### src/rtl/pipeline_pkg.sv
// Shared pipeline definitions for the execute stage.
//   alu_op_e     : 3-bit ALU operation codes
//   fwd_sel_e    : operand forwarding select codes (11 is reserved and
//                  behaves like FWD_REG)
//   result_src_e : write-back result select codes
//   XLEN_DEF / REG_ADDR_W_DEF : default datapath and register address widths
package pipeline_pkg;

    localparam int unsigned XLEN_DEF       = 32;
    localparam int unsigned REG_ADDR_W_DEF = 5;

    typedef enum logic [2:0] {
        ALU_ADD = 3'b000,
        ALU_SUB = 3'b001,
        ALU_AND = 3'b010,
        ALU_OR  = 3'b011,
        ALU_XOR = 3'b100,
        ALU_SLT = 3'b101,
        ALU_SLL = 3'b110,
        ALU_SRL = 3'b111
    } alu_op_e;

    typedef enum logic [1:0] {
        FWD_REG = 2'b00,
        FWD_WB  = 2'b01,
        FWD_MEM = 2'b10
    } fwd_sel_e;

    typedef enum logic [1:0] {
        RES_ALU = 2'b00,
        RES_MEM = 2'b01,
        RES_PC4 = 2'b10
    } result_src_e;

endpackage

### src/rtl/alu.sv
// Purely combinational ALU for the execute stage.
// Ports:
//   src_a, src_b : operands (XLEN bits)
//   op           : operation (alu_op_e)
//   result       : XLEN-bit result, wrap-around arithmetic
//   zero         : result == 0
module alu
    import pipeline_pkg::*;
#(
    parameter int unsigned XLEN = XLEN_DEF
) (
    input  logic [XLEN-1:0] src_a,
    input  logic [XLEN-1:0] src_b,
    input  alu_op_e         op,
    output logic [XLEN-1:0] result,
    output logic            zero
);

    always_comb begin
        result = '0;
        case (op)
            ALU_ADD: result = src_a + src_b;
            ALU_SUB: result = src_a - src_b;
            ALU_AND: result = src_a & src_b;
            ALU_OR:  result = src_a | src_b;
            ALU_XOR: result = src_a ^ src_b;
            ALU_SLT: result = {{(XLEN-1){1'b0}}, ($signed(src_a) < $signed(src_b))};
            // Shift amount is always the low five bits of src_b.
            ALU_SLL: result = src_a << src_b[4:0];
            ALU_SRL: result = src_a >> src_b[4:0];
            default: result = '0;
        endcase
    end

    assign zero = (result == '0);

endmodule

### src/rtl/ex_stage.sv
// Execute stage: operand forwarding, ALU, branch/jump resolution and the
// EX/MEM pipeline register (stall = hold, flush = bubble, carries valid).
// Ports:
//   i_clk, i_rst            : clock, asynchronous active-high reset
//   i_*_EX                  : ID/EX register outputs for the instruction in EX
//   i_alu_result_MEM        : forwarding source from MEM
//   i_result_WB             : forwarding source from WB
//   i_stall, i_flush        : EX/MEM register control (flush wins)
//   o_pc_src_EX             : combinational fetch redirect
//   o_pc_target_EX          : combinational branch/jump target (pc + imm)
//   o_*_MEM                 : EX/MEM register outputs
module ex_stage
    import pipeline_pkg::*;
#(
    parameter int unsigned XLEN       = XLEN_DEF,
    parameter int unsigned REG_ADDR_W = REG_ADDR_W_DEF
) (
    input  logic                  i_clk,
    input  logic                  i_rst,
    input  logic                  i_valid_EX,
    input  logic [XLEN-1:0]       i_dataA_EX,
    input  logic [XLEN-1:0]       i_dataB_EX,
    input  logic [XLEN-1:0]       i_pc_EX,
    input  logic [XLEN-1:0]       i_pc_plus4_EX,
    input  logic [XLEN-1:0]       i_imm_ext_EX,
    input  logic [REG_ADDR_W-1:0] i_addr_des_EX,
    input  logic                  i_alu_src_EX,
    input  logic                  i_branch_EX,
    input  logic                  i_jump_EX,
    input  logic                  i_mem_write_EX,
    input  logic                  i_reg_write_EX,
    input  logic [2:0]            i_alu_control_EX,
    input  logic [1:0]            i_result_src_EX,
    input  logic [1:0]            i_forward_a_EX,
    input  logic [1:0]            i_forward_b_EX,
    input  logic [XLEN-1:0]       i_alu_result_MEM,
    input  logic [XLEN-1:0]       i_result_WB,
    input  logic                  i_stall,
    input  logic                  i_flush,
    output logic                  o_pc_src_EX,
    output logic [XLEN-1:0]       o_pc_target_EX,
    output logic [XLEN-1:0]       o_alu_result_MEM,
    output logic [XLEN-1:0]       o_write_data_MEM,
    output logic [XLEN-1:0]       o_pc_plus4_MEM,
    output logic [REG_ADDR_W-1:0] o_addr_des_MEM,
    output logic                  o_reg_write_MEM,
    output logic                  o_mem_write_MEM,
    output logic [1:0]            o_result_src_MEM,
    output logic                  o_valid_MEM
);

    logic [XLEN-1:0] src_a;
    logic [XLEN-1:0] fwd_b;
    logic [XLEN-1:0] src_b;
    logic [XLEN-1:0] alu_result;
    logic            alu_zero;

    // Forwarding muxes; the reserved code 11 falls through to the register value.
    always_comb begin
        src_a = i_dataA_EX;
        case (i_forward_a_EX)
            FWD_WB:  src_a = i_result_WB;
            FWD_MEM: src_a = i_alu_result_MEM;
            default: src_a = i_dataA_EX;
        endcase
    end

    always_comb begin
        fwd_b = i_dataB_EX;
        case (i_forward_b_EX)
            FWD_WB:  fwd_b = i_result_WB;
            FWD_MEM: fwd_b = i_alu_result_MEM;
            default: fwd_b = i_dataB_EX;
        endcase
    end

    assign src_b = i_alu_src_EX ? i_imm_ext_EX : fwd_b;

    alu #(
        .XLEN(XLEN)
    ) u_alu (
        .src_a  (src_a),
        .src_b  (src_b),
        .op     (alu_op_e'(i_alu_control_EX)),
        .result (alu_result),
        .zero   (alu_zero)
    );

    // Not gated by stall; the hazard unit suppresses redirect when needed.
    assign o_pc_src_EX    = i_valid_EX & (i_jump_EX | (i_branch_EX & alu_zero));
    assign o_pc_target_EX = i_pc_EX + i_imm_ext_EX;

    // EX/MEM register: reset > flush > stall > capture.
    always_ff @(posedge i_clk or posedge i_rst) begin
        if (i_rst) begin
            o_alu_result_MEM <= '0;
            o_write_data_MEM <= '0;
            o_pc_plus4_MEM   <= '0;
            o_addr_des_MEM   <= '0;
            o_reg_write_MEM  <= 1'b0;
            o_mem_write_MEM  <= 1'b0;
            o_result_src_MEM <= RES_ALU;
            o_valid_MEM      <= 1'b0;
        end else if (i_flush) begin
            o_alu_result_MEM <= '0;
            o_write_data_MEM <= '0;
            o_pc_plus4_MEM   <= '0;
            o_addr_des_MEM   <= '0;
            o_reg_write_MEM  <= 1'b0;
            o_mem_write_MEM  <= 1'b0;
            o_result_src_MEM <= RES_ALU;
            o_valid_MEM      <= 1'b0;
        end else if (!i_stall) begin
            o_alu_result_MEM <= alu_result;
            o_write_data_MEM <= fwd_b;
            o_pc_plus4_MEM   <= i_pc_plus4_EX;
            o_addr_des_MEM   <= i_addr_des_EX;
            // A bubble in EX must never produce architectural side effects.
            o_reg_write_MEM  <= i_reg_write_EX & i_valid_EX;
            o_mem_write_MEM  <= i_mem_write_EX & i_valid_EX;
            o_result_src_MEM <= i_result_src_EX;
            o_valid_MEM      <= i_valid_EX;
        end
    end

endmodule

### config.mk
export PLATFORM = sky130hd
export DESIGN_NAME = ex_stage
export DESIGN_NICKNAME = d
export VERILOG_FILES = /design/src/rtl/pipeline_pkg.sv /design/src/rtl/alu.sv /design/src/rtl/ex_stage.sv
export SDC_FILE = /design/constraint.sdc
export NUM_CORES = 1
export LEC_CHECK = 0
export CAP_MARGIN = 30
export CELL_PAD_IN_SITES_DETAIL_PLACEMENT = 0
export CELL_PAD_IN_SITES_GLOBAL_PLACEMENT = 1
export CORE_UTILIZATION = 33
export CTS_CLUSTER_SIZE = 12
export DETAILED_ROUTE_END_ITERATION = 8
export PLACE_DENSITY_LB_ADDON = 0.1
export SLEW_MARGIN = 20
export SYNTH_ARGS = -nofsm -noshare
export SYNTH_HDL_FRONTEND = slang
export SYNTH_SLANG_ARGS = --single-unit
### constraint.sdc
create_clock -name i_clk -period 8.4 [get_ports i_clk]
set_clock_uncertainty 0.1 [all_clocks]
set_input_delay 1.68 -clock i_clk [delete_from_list [all_inputs] [get_ports i_clk]]
set_output_delay 1.68 -clock i_clk [all_outputs]
set_load 0.005 [all_outputs]
==> results of run 1 <==
[cells by family after synthesis]
kind of cell / count (synthesis)
AO/OA/AOI/OAI: 737
AND/OR/NAND/NOR: 678
buffers and inverters: 268
multiplexers: 200
adder cells (fa/ha/maj): 135
flip-flops: 106
XOR/XNOR: 49
[tightest hold or removal path, stage by stage, from the launching register on]
cell     delay (ps)
dfrtp_1         340
a21oi_1          60
nor2_1           80
[layout make-up]
| type | instances | area (µm²) |
|---|---|---|
| fill | 4569 | 21930 |
| multi-input combinational | 1799 | 12600 |
| timing repair buffer | 926 | 8218 |
| sequential | 106 | 2653 |
| tap | 607 | 759.5 |
| inverter | 118 | 457.9 |
| clock buffer | 10 | 229.0 |
| clock inverter | 6 | 107.6 |
[routing by layer]
layer / global-route usage [%] / share of wire, % / up-vias
met5: 0 / 0.025 / -
met3: 7.170 / 8.7 / 203
li1: - / - / 9475
met2: 60.53 / 45 / 1091
met1: 47.22 / 41 / 10150
met4: 16.13 / 5.3 / 4
[through the flow]
step / area, µm² / setup TNS, ps
finish: 25020 / 0
global route: 25020 / -25.04
CTS: 24480 / 0
detailed placement: 23680 / -1067
global placement: 23680 / -1080
floorplan: 15810 / 0
[layout by cell type (no fill, tap or decap), drive strengths merged, types with 10 or more instances in the layout]
cell / n
nand2b: 18
o21bai: 13
a31oi: 21
nor2b: 17
o22ai: 21
nand3: 27
a211oi: 55
or3: 12
clkdlybuf4s50: 375
o211ai: 14
o31ai: 12
nor2: 294
nor3: 45
or2: 18
and3: 14
clkbuf: 11
a21o: 17
nor4: 11
o21a: 10
ha: 132
a21oi: 240
buf: 544
nand2: 192
xor2: 12
o21ai: 146
inv: 120
o221ai: 11
mux2: 13
dfrtp: 106
a22oi: 72
mux2i: 187
xnor2: 37
[power by group through the flow]
stage | logic, mW | registers, mW | clock network [mW]
after detailed placement | 2.47 | 0.578 | 0
final | 2.71 | 0.568 | 0.496
after global routing | 2.84 | 0.573 | 0.530
after CTS | 2.56 | 0.568 | 0.512
after global placement | 2.46 | 0.577 | 0
after floorplan | 1.13 | 0.579 | 0
[state kept, by name (all words and copies together) (netlist names)]
name and count:
o_pc_plus4_MEM 32, o_valid_MEM 1, o_result_src_MEM 2, o_reg_write_MEM 1, o_alu_result_MEM 32, o_write_data_MEM 32
o_addr_des_MEM 5, o_mem_write_MEM 1
[worst paths after layout]
| check | from | endpoint | slack [ps] |
|---|---|---|---|
| max | i_forward_b_EX[0] | o_pc_src_EX | 160 |
| min | o_alu_result_MEM[27] | o_alu_result_MEM[27] | 420 |
| max reg2reg | o_mem_write_MEM | o_mem_write_MEM | 7550 |
| min reg2reg | o_alu_result_MEM[27] | o_alu_result_MEM[27] | 420 |
| max in group asynchronous | i_rst | o_alu_result_MEM[21] | 5340 |
| min in group asynchronous | i_rst | o_result_src_MEM[1] | 1600 |
[cells in the mapped netlist (17+ instances only)]
master / count
nor2_1: 294
a21oi_1: 239
nand2_1: 192
mux2i_1: 184
ha_1: 132
inv_1: 113
o21ai_0: 111
dfrtp_1: 106
clkbuf_1: 83
a22oi_1: 72
a211oi_1: 54
nor3_1: 45
xnor2_1: 37
o21ai_1: 33
buf_2: 27
nand3_1: 27
buf_1: 22
o22ai_1: 21
a31oi_1: 20
nand2b_1: 18
a21o_1: 17
[repair_timing]
item	CTS	global route
gates resized for setup	96	91
cloned	2	1
endpoints found under the setup margin	1	1
setup buffers	10	14
pin swaps	37	43
==> implementation parameters, run 1 <==
Parameter                              Value

Outcome
  Outcome ... complete, but fails checks
  Failing checks ... DRC

Logic synthesis
  Fraction of the mapped netlist area in simple logic gates ... 18.90%
  Async set-reset flop share out of synthesis ... 100.0%
  Fraction of synthesized area in multiplexers ... 12.95%
  Share of the synthesized area in compound gates (AO/OA/AOI/OAI) ... 30.30%
  Avg Inst Size Synth ... 7.276 µm²
  Number of standard cells after synthesis ... between 2k and 2.5k
  Count of flip-flops with a built-in enable after synthesis ... 0
  Predominant post-synthesis flop cell ... dfrtp_1
  Synth top area cells ... dfrtp_1, mux2i_1, ha_1
  Sequential share of the synthesized area ... 16.78%
  Main combinational cell family by area after synthesis ... compound AO/OA/AOI/OAI gates
  Syn Nets ... between 2k and 3k
  Post-Synth XOR/XNOR Area ... 2.714%
  Number of distinct library cell variants in the gate-level netlist after synthesis ... 98
  Yosys warning total ... 0
  Yosys top cell area share ... roughly 17%
  Cell type with the highest aggregate area in the netlist ... dfrtp_1
  Post-synthesis instance area ... 0.01581 mm²
  Fraction of the mapped netlist area in adder cells ... a little over a tenth
  Number of storage elements in the synthesis netlist ... approximately 110

Routing
  Detailed router's first-iteration violation count ... 2,191
  Antenna viol nets, final ... 0
  Via count of the routed design ... about 21k
  Length of the first detailed-routing pass in iterations ... 9
  Routed length per instance ... 26.05 µm
  Final routed DRC violation total ... 1
  Via density per instance ... 5.856
  Total wire length after detailed routing ... 93,060 µm

Clock tree
  Worst-skew pair later-pin latency ... approximately 370 ps
  Max Root-Sink Buffers ... 2
  Clk root buf ... clkbuf_16
  Number of buffers inserted by hold repair at cts ... 0
  Clock H-tree levels ... 3
  Clock tree from TritonCTS ... yes
  Total CTS buffers ... 9
  Number of clock sinks ... 106
  Post-CTS clock slew at the launch and capture registers of the worst setup and hold paths ... 80 ps

Final layout
  Proportion of layout cells with a drive suffix above 1 ... 24.45%
  Number of diodes added for antenna fixing ... 0
  Post-layout utilization of the core ... 53.29%
  Synthesis-to-layout area growth ... 58.25%
  Post-Layout Cell Count ... 3,572
  Final net count ... 3,343

Setup path
  Delay of the slowest cell on the worst path ... 430 ps
  Chain of cells forming the critical path ... buf_2 > inv_2 > ha_4 > or2b_1 > o221a_4 > ha_2 > inv_1 > fa_2 > nor2b_4 > o221ai_4 > buf_6 > a2111o_1 > o211a_4 > o211a_4 > or2_2 > a221oi_2 > a21oi_2 > nor4_4 > nor4bb_2 > buf_4 > nand4_1 > o21ai_2 > buf_2
  Critical path startpoint category ... input port
  Gate family responsible for the most delay along the worst path ... compound AO/OA/AOI/OAI gates
  Type of element capturing the critical path ... output pin
  Worst path bufs/invs ... 6
  WP data arrival ... 6460 ps
  Worst-path cell with the longest stage delay ... a2111o_1
  CP max FO ... 4
  Crit Path Category ... input port to output pin
  CP required ... 6620 ps
  Stages on worst setup path ... 23
  Path depth of the worst reg2reg path ... 2

STA
  Final Slew Violations ... 0
  Measured slew at the worst slew-check pin ... 887.7 ps
  Worst slew margin relative to its limit ... 40.19%
  Period utilization ... 98.08%
  Final hold violation count ... 0
  Minimum setup slack in the final design ... 161.2 ps
  Timing-limited maximum frequency ... 0.1214 GHz
  Final setup viols ... 0
  Worst hold slack after final layout ... 416.2 ps
  Time the worst path needs with I/O delays and setup ... 8239 ps

Global route
  All-layer global routing usage ... 37.00%
  Number of antenna violations at the first check in global routing ... 3
  Global route total overflow ... 0
  Pin count of the biggest net entering global routing ... 97
  Number of global-route vias before repair ... a little over 20k
  Wire length of the first global-routing pass ... 135,200 µm

Placed design
  Dpl ws ... -1067 ps
  Half-perimeter wire length of the detailed placement result ... 76,650 µm
  Count of input and output buffers ... 386
  Gp weighted congestion ... 1.093
  Number of placed cells counting well taps ... 3,529

Hold path
  Number of cells on the worst hold path ... 2
  Path class of the lowest-slack min-delay path ... flop to flop

Power
  Sum of internal, switching and leakage power ... about 3.8 mW
  Static leakage ... 11.40 nW
  Sequential group share of total power ... 15.1%
  Power density normalized to cell area ... 150.7 mW/mm²
  Worst vdd ir ... 0.00009808 V
  Power share of the clock group ... 13.1%
  Sw power ... 1.701 mW
  Proportion of total power due to net switching ... 45.11%
  Combinational fraction of design power ... 71.8%
  Internal power consumption ... 2.069 mW

Flow run
  Number of maximum-capacitance violations ... 0

Floorplanning
  Horizontal die dimension ... 220.9 µm
  Core area ... 0.04695 mm²
  Area of the die ... 0.04879 mm²
  Effective utilization at floorplan ... 33.67%
  Std-Cell Rows ... 79
  Die Y-Extent ... 220.9 µm
  # IOs ... 387
(Power assumes the default switching activity.)
==> inputs of run 2 (changes only) <==
--- a/config.mk
+++ b/config.mk
@@ -8,11 +8,12 @@
 export CAP_MARGIN = 30
 export CELL_PAD_IN_SITES_DETAIL_PLACEMENT = 0
 export CELL_PAD_IN_SITES_GLOBAL_PLACEMENT = 1
-export CORE_UTILIZATION = 33
+export CORE_UTILIZATION = 34
 export CTS_CLUSTER_SIZE = 12
 export DETAILED_ROUTE_END_ITERATION = 8
 export PLACE_DENSITY_LB_ADDON = 0.1
 export SLEW_MARGIN = 20
 export SYNTH_ARGS = -nofsm -noshare
 export SYNTH_HDL_FRONTEND = slang
+export SYNTH_HIERARCHICAL = 1
 export SYNTH_SLANG_ARGS = --single-unit
==> implementation parameters, run 2 <==
Parameter                              Value

Routing
  Via density per instance ... 5.801 (-0.93%)
  Detailed router's first-iteration violation count ... 2,382 (+8.7%)
  Antenna viol nets, final ... 0 (unchanged)
  Final routed DRC violation total ... 0 (-1)
  Via count of the routed design ... 22.88k (+9.4%)
  Length of the first detailed-routing pass in iterations ... 9 (unchanged)
  Routed length per instance ... 25.18 µm (-3.3%)
  Total wire length after detailed routing ... 99,310 µm (+6.7%)

Floorplanning
  Die Y-Extent ... 225.5 µm (+2.1%)
  Area of the die ... 0.05085 mm² (+4.2%)
  Horizontal die dimension ... 225.5 µm (+2.1%)
  Core area ... 0.04915 mm² (+4.7%)
  # IOs ... 387 (unchanged)
  Std-Cell Rows ... 81 (+2.5%)
  Effective utilization at floorplan ... 34.55% (+0.88 points)

Setup path
  Crit Path Category ... input port to output pin
  Chain of cells forming the critical path ... clkdlybuf4s50_1 > a22oi_2 > nor2_4 > a21oi_4 > o21ai_4 > buf_6 > inv_4 > ha_4 > a21o_1 > a221o_1 > buf_4 > a21o_1 > xnor2_1 > a221o_1 > or4_4 > or4b_4 > nor4_4 > nand4b_1 > nor4_2 > buf_4 > a21oi_2 > nor2b_1 > buf_2
  Delay of the slowest cell on the worst path ... 590 ps (+160 ps)
  Worst-path cell with the longest stage delay ... or4b_4
  Register-to-register path setup slack ... 7540 ps (about the same)
  Path depth of the worst reg2reg path ... 2 (unchanged)
  FF-to-FF End ... o_reg_write_MEM
  Type of element capturing the critical path ... output pin
  WP data arrival ... 6920 ps (+460 ps)
  Worst path bufs/invs ... 6 (unchanged)
  CP required ... 6620 ps (about the same)
  CP max FO ... 6 (+2)
  Stages on worst setup path ... 23 (unchanged)
  Gate family responsible for the most delay along the worst path ... simple AND/OR/NAND/NOR gates
  Critical path startpoint category ... input port
  Destination of the critical timing path ... o_pc_src_EX
  Launch instance of the worst register-to-register path ... o_reg_write_MEM
  Critical Path Source ... i_alu_result_MEM[2]

Placed design
  Number of placed cells counting well taps ... 3,888 (+10%)
  Half-perimeter wire length of the detailed placement result ... 82,070 µm (+7.1%)
  Count of input and output buffers ... 386 (unchanged)
  Placed instance area ... 0.02680 mm² (+13%)
  Gp weighted congestion ... 1.129 (+3.3%)

Logic synthesis
  Commonest cells in the netlist ... nor2_1, a21oi_1, nand2_1
  Count of flip-flops with a built-in enable after synthesis ... 0 (unchanged)
  Sequential share of the synthesized area ... 15.62% (-1.2 points)
  Cell type with the highest aggregate area in the netlist ... dfrtp_1
  Async set-reset flop share out of synthesis ... 100.0% (unchanged)
  Syn Nets ... 2,668 (+4.4%)
  Avg Inst Size Synth ... 7.432 µm² (+2.2%)
  Number of storage elements in the synthesis netlist ... 106 (unchanged)
  Yosys warning total ... 6 (+6)
  Predominant post-synthesis flop cell ... dfrtp_1
  Dominant cell by count in the synthesized netlist ... nor2_1
  Number of standard cells after synthesis ... 2,285 (+5.2%)
  Number of distinct library cell variants in the gate-level netlist after synthesis ... 89 (-9.2%)
  Yosys top cell area share ... 15.62% (-1.2 points)
  Post-synthesis instance area ... 0.01698 mm² (+7.4%)
  Synth top area cells ... dfrtp_1, ha_1, mux2i_1

STA
  Final Slew Violations ... 0 (unchanged)
  Unrepaired setup endpoints after global routing ... yes
  Final setup viols ... 1 (+1)
  Measured slew at the worst slew-check pin ... 1031 ps (+143.7 ps)
  Final hold violation count ... 0 (unchanged)
  Timing-limited maximum frequency ... 0.1149 GHz (-5.3%)
  Time the worst path needs with I/O delays and setup ... 8701 ps (+462.3 ps)
  Worst slew margin relative to its limit ... 31.03% (-9.2 points)
  Period utilization ... 103.6% (+5.5 points)
  Minimum setup slack in the final design ... -301.1 ps (-462.3 ps)

Clock tree
  Clock tree from TritonCTS ... yes
  Post-CTS clock slew at the launch and capture registers of the worst setup and hold paths ... 70 ps (about the same)
  Clock H-tree levels ... 3 (unchanged)
  Total CTS buffers ... 9 (unchanged)
  Clk root buf ... clkbuf_16
  Number of clock sinks ... 106 (unchanged)
  Max Root-Sink Buffers ... 2 (unchanged)
  Number of buffers inserted by hold repair at cts ... 0 (unchanged)
  Worst-skew pair later-pin latency ... 380 ps (about the same)

Final layout
  Synthesis-to-layout area growth ... 65.93%
  Final net count ... 3,658 (+9.4%)
  Post-Layout Cell Count ... 3,944 (+10%)
  Top library cells by usage in the layout, fill and taps aside ... buf_4, clkdlybuf4s50_1, nor2_1
  Registers with the most flip-flops ... o_alu_result_MEM: 32 flops, o_pc_plus4_MEM: 32 flops, o_write_data_MEM: 32 flops
  Proportion of layout cells with a drive suffix above 1 ... 31.40% (+7.0 points)
  Number of diodes added for antenna fixing ... 0 (unchanged)
  Summed area of non-filler cells in the final layout ... 0.02818 mm² (+13%)
  Commonest non-fill, non-tap cell in the layout ... buf_4
  Post-layout utilization of the core ... 57.33% (+4.0 points)

Power
  Internal power consumption ... 2.192 mW (+5.9%)
  Sw power ... 1.763 mW (+3.7%)
  Power density normalized to cell area ... 140.4 mW/mm² (-6.8%)
  Power share of the clock group ... 11.6% (-1.5 points)
  Worst vdd ir ... 0.0001178 V (+20%)
  Proportion of total power due to net switching ... 44.59% (-0.53 points)
  Combinational fraction of design power ... 74.0% (+2.2 points)
  Sequential group share of total power ... 14.4% (-0.7 points)
  Static leakage ... 12.94 nW (+13%)

Global route
  All-layer global routing usage ... 38.32% (+1.3 points)
  Pin count of the biggest net entering global routing ... 85 (-12%)
  Global route total overflow ... 0 (unchanged)
  Number of global-route vias before repair ... 22.68k (+10%)
  Number of antenna violations at the first check in global routing ... 0 (-3)
  Wire length of the first global-routing pass ... 145,200 µm (+7.4%)

Hold path
  Worst min-delay path startpoint ... o_alu_result_MEM[20]
  Path class of the lowest-slack min-delay path ... flop to flop

Outcome
  Outcome ... complete, but fails checks
  Failing checks ... setup timing

Flow run
  Number of maximum-capacitance violations ... 0 (unchanged)
run 2: changes by cell type in the layout (fill, tap and decap cells not counted), sizes merged, moves of 17 or more:
cell / before / now
buf: 544 / 780
mux2: 13 / 38
mux4: 0 / 41
a211oi: 55 / 38
a21o: 17 / 40
mux2i: 187 / 137
o211ai: 14 / 32
nor2: 294 / 326
a21oi: 240 / 196
run 2: metal layers:
layer	wire, µm	GRT usage [%]	up-vias	share of wire (%)
li1	-	-	10410	-
met1	40360	49.08	11080	41
met2	45130	61.69	1208	45
met3	9929	10.27	190	10
met4	3895	13.34	0	3.9
met5	0	0	-	0
run 2: kinds of logic after synthesis:
family	after synthesis	share of synthesized area (%)
compound gates	754	29.44
mux	216	16.14
xor+xnor	50	2.579
flops	106	15.62
buf+inv	297	6.962
simple gates	727	19.18
fa+ha+maj	135	10.08
run 2: power by group through the flow:
stage,Combinational (mW),Clock (mW),Sequential (mW)
global route,3.08,0.488,0.575
floorplan,1.19,0,0.580
CTS,2.82,0.474,0.570
finish,2.93,0.457,0.570
global placement,2.68,0,0.579
detailed placement,2.70,0,0.580
run 2: how the worst min path moves through the flow:
stage	depth (start not counted)	endpoint	slack (ps)
2_1_floorplan	2	o_write_data_MEM[3]	400
3_3_place_gp	2	o_write_data_MEM[20]	390
3_5_place_dp	2	o_write_data_MEM[10]	410
4_1_cts	2	o_write_data_MEM[10]	430
5_1_grt	2	o_write_data_MEM[28]	450
6_report	2	o_alu_result_MEM[20]	420
run 2: worst min-delay path, cell delays in order (launching register included):
cell     delay, ps
dfrtp_1        340
mux2i_1         70
nor2_1          80
run 2: cell type report:
class                   instances  area (µm²)
clock buffers                   9       225.2
clock inverters                 7       86.33
fillers                      4714       20970
inverters                     115       439.2
multi-input cells            1882       13860
flip-flops and latches        106        2653
well taps                     664       830.8
repair buffers               1161       10080
run 2: what timing repair did:
item	in CTS	in global routing
cloned	2	1
pin swaps	40	31
setup buffers	31	7
hold endpoints to repair	0	0
gates resized for setup	194	33
setup endpoints to repair	1	1
run 2: through the flow:
stage	TNS (ps)	hold slack (ps)	power, mW	setup WS [ps]
5_1_grt	-460.0	451.1	4.138	-460.0
3_3_place_gp	-2167	393.4	3.259	-2167
3_5_place_dp	-2136	408.2	3.275	-2136
4_1_cts	-98.34	427.5	3.866	-98.34
2_1_floorplan	0	404.1	1.769	1.187
6_report	-301.1	424.8	3.955	-301.1
